`src/rtl/systolic_pe_row.sv`:
```
// Row of N weight-stationary signed MAC PEs with double-buffered weights and a swap token wavefront.
// Optional build macro SYSTOLIC_PE_ROW_SAT_EN: saturating MAC adds instead of wrapping adds.
module systolic_pe_row #(
    parameter int N      = 4,
    parameter int DATA_W = 16,
    parameter int ACC_W  = 40
) (
    input  logic                  clk,
    input  logic                  rst,
    input  logic [DATA_W-1:0]     a_in,
    input  logic                  a_valid_in,
    input  logic [N*ACC_W-1:0]    psum_in,
    input  logic [DATA_W-1:0]     w_data,
    input  logic                  w_load,
    input  logic                  w_swap,
    output logic [N*ACC_W-1:0]    psum_out,
    output logic [N-1:0]          psum_valid_out,
    output logic [DATA_W-1:0]     a_out,
    output logic                  a_valid_out,
    output logic                  swap_busy,
    output logic                  load_err
);

    localparam int TOK_W = (N > 1) ? N - 1 : 1;

    typedef logic signed [DATA_W-1:0]   data_t;
    typedef logic signed [2*DATA_W-1:0] prod_t;
    typedef logic signed [ACC_W-1:0]    acc_t;

    data_t            a_pipe_q [N];
    logic [N-1:0]     v_pipe_q;
    data_t            shadow_q [N];
    data_t            w_act_q  [N];
    acc_t             psum_q   [N];
    logic [N-1:0]     psum_vld_q;
    logic [TOK_W-1:0] tok_q;
    logic             load_err_q;
    logic             load_err_d;
    logic             load_ok;

    data_t        src   [N];
    logic [N-1:0] src_vld;

    function automatic acc_t mac_add(input acc_t psum, input data_t a, input data_t w);
        prod_t prod;
        acc_t  ext;
`ifdef SYSTOLIC_PE_ROW_SAT_EN
        logic signed [ACC_W:0] sum;
`endif
        prod = a * w;
        ext  = ACC_W'(prod);
`ifdef SYSTOLIC_PE_ROW_SAT_EN
        sum = {psum[ACC_W-1], psum} + {ext[ACC_W-1], ext};
        // Top two bits disagree only on signed overflow; the carry-out bit gives the true sign.
        if (sum[ACC_W] != sum[ACC_W-1])
            return sum[ACC_W] ? {1'b1, {(ACC_W-1){1'b0}}} : {1'b0, {(ACC_W-1){1'b1}}};
        return sum[ACC_W-1:0];
`else
        return psum + ext;
`endif
    endfunction

    always_comb begin
        for (int k = 0; k < N; k++) begin
            src[k]     = (k == 0) ? data_t'(a_in) : a_pipe_q[(k == 0) ? 0 : k-1];
            src_vld[k] = (k == 0) ? a_valid_in   : v_pipe_q[(k == 0) ? 0 : k-1];
        end
    end

    assign swap_busy  = (N > 1) ? |tok_q : 1'b0;
    assign load_ok    = w_load && !swap_busy;
    // Load during a wavefront, or load coincident with swap, corrupts what downstream PEs see.
    assign load_err_d = load_err_q | (w_load & (swap_busy | w_swap));

    always_ff @(posedge clk) begin
        if (rst) begin
            for (int k = 0; k < N; k++) begin
                a_pipe_q[k] <= '0;
                shadow_q[k] <= '0;
                w_act_q[k]  <= '0;
                psum_q[k]   <= '0;
            end
            v_pipe_q   <= '0;
            psum_vld_q <= '0;
            tok_q      <= '0;
            load_err_q <= 1'b0;
        end else begin
            a_pipe_q[0] <= a_in;
            v_pipe_q[0] <= a_valid_in;
            for (int k = 1; k < N; k++) begin
                a_pipe_q[k] <= a_pipe_q[k-1];
                v_pipe_q[k] <= v_pipe_q[k-1];
            end

            for (int k = 0; k < N; k++) begin
                if (src_vld[k])
                    psum_q[k] <= mac_add(acc_t'(psum_in[k*ACC_W +: ACC_W]), src[k], w_act_q[k]);
                psum_vld_q[k] <= src_vld[k];
            end

            if (load_ok) begin
                shadow_q[0] <= w_data;
                for (int k = 1; k < N; k++)
                    shadow_q[k] <= shadow_q[k-1];
            end

            if (w_swap)
                w_act_q[0] <= shadow_q[0];
            for (int k = 1; k < N; k++)
                if (tok_q[k-1])
                    w_act_q[k] <= shadow_q[k];

            tok_q[0] <= (N > 1) ? w_swap : 1'b0;
            for (int k = 1; k < TOK_W; k++)
                tok_q[k] <= tok_q[k-1];

            load_err_q <= load_err_d;
        end
    end

    always_comb begin
        for (int k = 0; k < N; k++)
            psum_out[k*ACC_W +: ACC_W] = psum_q[k];
    end

    assign psum_valid_out = psum_vld_q;
    assign a_out          = a_pipe_q[N-1];
    assign a_valid_out    = v_pipe_q[N-1];
    assign load_err       = load_err_q;

endmodule
```
`config.mk`:
```
export PLATFORM = sky130hd
export DESIGN_NAME = systolic_pe_row
export DESIGN_NICKNAME = d
export VERILOG_FILES = /design/src/rtl/systolic_pe_row.sv
export SDC_FILE = /design/constraint.sdc
export NUM_CORES = 2
export LEC_CHECK = 0
export CORE_MARGIN = 2
export CORE_UTILIZATION = 40
export DETAILED_ROUTE_END_ITERATION = 7
export PLACE_DENSITY = 0.56
export SETUP_SLACK_MARGIN = 0.02
export SLEW_MARGIN = 20
export SYNTH_ARGS = -nofsm -noshare
export SYNTH_HDL_FRONTEND = slang
export SYNTH_SLANG_ARGS = --single-unit
```
`constraint.sdc`:
```
create_clock -name clk -period 19.4 [get_ports clk]
set_input_delay 4.85 -clock clk [delete_from_list [all_inputs] [get_ports clk]]
set_output_delay 4.85 -clock clk [all_outputs]
set_load 0.01 [all_outputs]
```
==> run metrics <==
setup TNS=0 ps; Max Freq=85.9 MHz; CP Buf/Inv Count=6; GR Overflow Total=0; Area Overhead vs Synth=11.9%; die extent in y=395 um; register bit total from synthesis=360; row cnt=143; post-cts sizing count=0; Syn Nets=8128; I/O pin count=380; first-pass GRT wire length=247 mm; slowest stage delay, CP=970 ps; Critical-path top delay cell=clkdlybuf4s50_1; H-tree lvl count=2; pin count of the biggest net entering global routing=65; PD cells=108 mW/mm2; # Post-CTS Setup Buffers=0; Worst path most repeated cell=fa_1; async set-reset flop share out of synthesis=0%; Routed Wire Length=152 mm; Syn Inst Count=6151; shortest period the worst path allows=11640 ps; Die W=395 um; crit share post-route=60.0%; Slew @ Worst Pin=1080 ps; CTS Root Cell=clkbuf_16; RSZ-0062 raised after global routing=no; Max IR drop VDD=158 uV; number of vias per cell=4.79; MaxCap Viol Count=0; critical path class=input pin to flop; Synth cell types=75; drt wl/cell=17.9 um; post-DP HPWL=126 mm; Min Hold Slack=489 ps; slew margin rel.=28.1%; Worst-path clk slew=60 ps; # nets final=8392; area leader, netlist=fa_1; CP Capture Type=flop; GP Congestion=0.838; TritonCTS Sinks=360; Synth Area per Inst=9.96 um2; synth cell count leaders=inv_1 (1645), fa_1 (1320), and2_1 (604); Most used DFF post-synth=edfxtp_1; clock skew=24.8 ps; Clk Latency, worst-skew pair=640 ps; hold crit path type=flop to flop; Crit Path Max Fanout=17; most frequent cell after synthesis=inv_1; hold_buf cts=0; DIE AREA=0.156 mm2; drt initial violations=1714; ranking of synthesized cells by area=fa_1 (43%), edfxtp_1 (14%), inv_1 (10%); routed via count=40612; layout cells sized above 1=2.08%; drt pass-1 iters=6; EDFF count, synth=288; Starting Density=40.3%; Synth top area share=43.1%; leak pwr=34.0 nW; endpoints failing setup=0; CTS tree=yes; Cell Chain, Critical Path=clkdlybuf4s50_1 > nand2_1 > inv_1 > fa_1 > fa_1 > inv_1 > fa_1 > inv_1 > fa_1 > fa_1 > inv_1 > fa_1 > inv_1 > ha_1 > nand3_1 > nor2_1 > nand3_1 > o2111ai_1 > a21oi_1 > o21ai_1 > a31oi_1 > o31ai_1 > xnor2_1 > nor2_1; initial antenna violation count=8; Post-Synthesis Cell Area=0.0613 mm2; Worst setup SP type=input pin; IO buf count=379; core area=0.152 mm2; Fin. Hold Viols=0; status=finished, final reports clean; clock buffer depth=3; Critical Path AT=12000 ps; cts bufs inserted=46; vias in the first global route=45185; delay-heaviest family, CP=adder cells; DRC violation count after routing=0; Detail Route Antenna Nets=0; Syn. warnings=0; max-slew violations=0; CP Data Required Time=19770 ps; sequential cell area fraction in the yosys report=16.5%; overall routing resource usage=20.2%
## metal layers
metal	share of wire (%)	GRT usage, %	wire [um]	up-vias
li1	-	-	-	18674
met1	41	25.7	62900	21057
met5	0.024	0	36	-
met2	52	36.4	79400	713
met3	4.2	2.75	6350	162
met4	2.3	4.54	3450	6
## power by group
| group | switching, mW | internal [mW] | total, mW |
|---|---|---|---|
| clock network | 0.383 | 0.504 | 0.886 |
| registers | 0.106 | 0.981 | 1.09 |
| logic | 3.09 | 2.37 | 5.46 |
## cell type report
type                    instances  area [um2]
fillers                     14726       83500
well taps                    2030        2540
inverters                    1646        6180
clock buffers                  56        1200
repair buffers                404        3990
diodes                          2        5.00
clock inverters                29         332
flip-flops and latches        360       10100
multi-input cells            3957       44300
## worst reg2reg max path: stages (launching register included)
cell and delay [ps]:
edfxtp_1 720, nand2_1 380, inv_1 850, ha_1 410, fa_1 540, fa_1 450, fa_1 560, inv_1 50
fa_1 470, inv_1 40, ha_1 400, nand3_2 130, or4_4 530, a2111o_1 400, o211a_2 170, o21ai_2 190
a41oi_2 160, o311ai_1 360, a21oi_1 140, xnor2_1 270, nor2_1 80
## final timing paths
check | start | endpoint | slack (ps) | cells after the start
setup / recovery | a_in[15] | psum_q[0][39]$_SDFFCE_PN0P_ | 7760 | 24
hold / removal | load_err$_SDFF_PP0_ | load_err$_SDFF_PP0_ | 490 | 2
setup reg to reg | w_act_q[3][0]$_SDFFCE_PN0P_ | psum_q[0][159]$_SDFFCE_PN0P_ | 11850 | 20
hold reg to reg | load_err$_SDFF_PP0_ | load_err$_SDFF_PP0_ | 490 | 2
## registers in the layout (all words and copies together), names as in the netlist
| signal | flops |
|---|---|
| shadow_q | 64 |
| a_pipe_q | 64 |
| tok_q | 3 |
| psum_q | 160 |
| psum_valid_out | 4 |
| load_err | 1 |
| w_act_q | 64 |
## cells in the final DEF (no fill, tap or decap), drive strengths merged, types with 10 or more instances in the layout
| cell type | count |
|---|---|
| dfxtp | 72 |
| a31oi | 19 |
| edfxtp | 288 |
| nand2 | 581 |
| xnor2 | 87 |
| fa | 1320 |
| o21a | 20 |
| o21bai | 19 |
| nand2b | 18 |
| buf | 26 |
| clkbuf | 56 |
| ha | 460 |
| clkdlybuf4s50 | 378 |
| a21o | 63 |
| inv | 1654 |
| clkinv | 16 |
| nand3 | 26 |
| a211oi | 18 |
| a21oi | 132 |
| o31ai | 10 |
| nor2 | 214 |
| and3 | 14 |
| and2 | 604 |
| o21ai | 68 |
| nor2b | 85 |
| nor3 | 37 |
| xor2 | 55 |
| or2 | 16 |
## through the flow
| stage | power [mW] | utilization (%) | area [um2] | std cells | setup WS, ps |
|---|---|---|---|---|---|
| after detailed placement | 6.65 | 44.1 | 67000 | 8396 | 7050 |
| after CTS | 7.59 | 45.1 | 68600 | 8481 | 7760 |
| after floorplan | 5.25 | - | 61300 | 6151 | 8550 |
| final | 7.43 | 45.1 | 68600 | 8484 | 7760 |
| after global placement | 6.59 | 44.1 | 67000 | 8396 | 7280 |
| after global routing | 8.35 | 45.1 | 68600 | 8482 | 7390 |
## kinds of logic (layout without fill, tap and decap cells)
logic type / Yosys count / count (layout) / synth area share [%]
fa+ha+maj: 1780 / 1780 / 52.5
compound gates: 411 / 411 / 4.37
other cells: 0 / 2 / 0
simple gates: 1622 / 1622 / 13.3
mux: 2 / 2 / 0.0327
flops: 360 / 360 / 16.5
xor+xnor: 142 / 142 / 2.03
buf+inv: 1834 / 2135 / 11.3
Note: power is estimated with default switching activity, not from simulation.
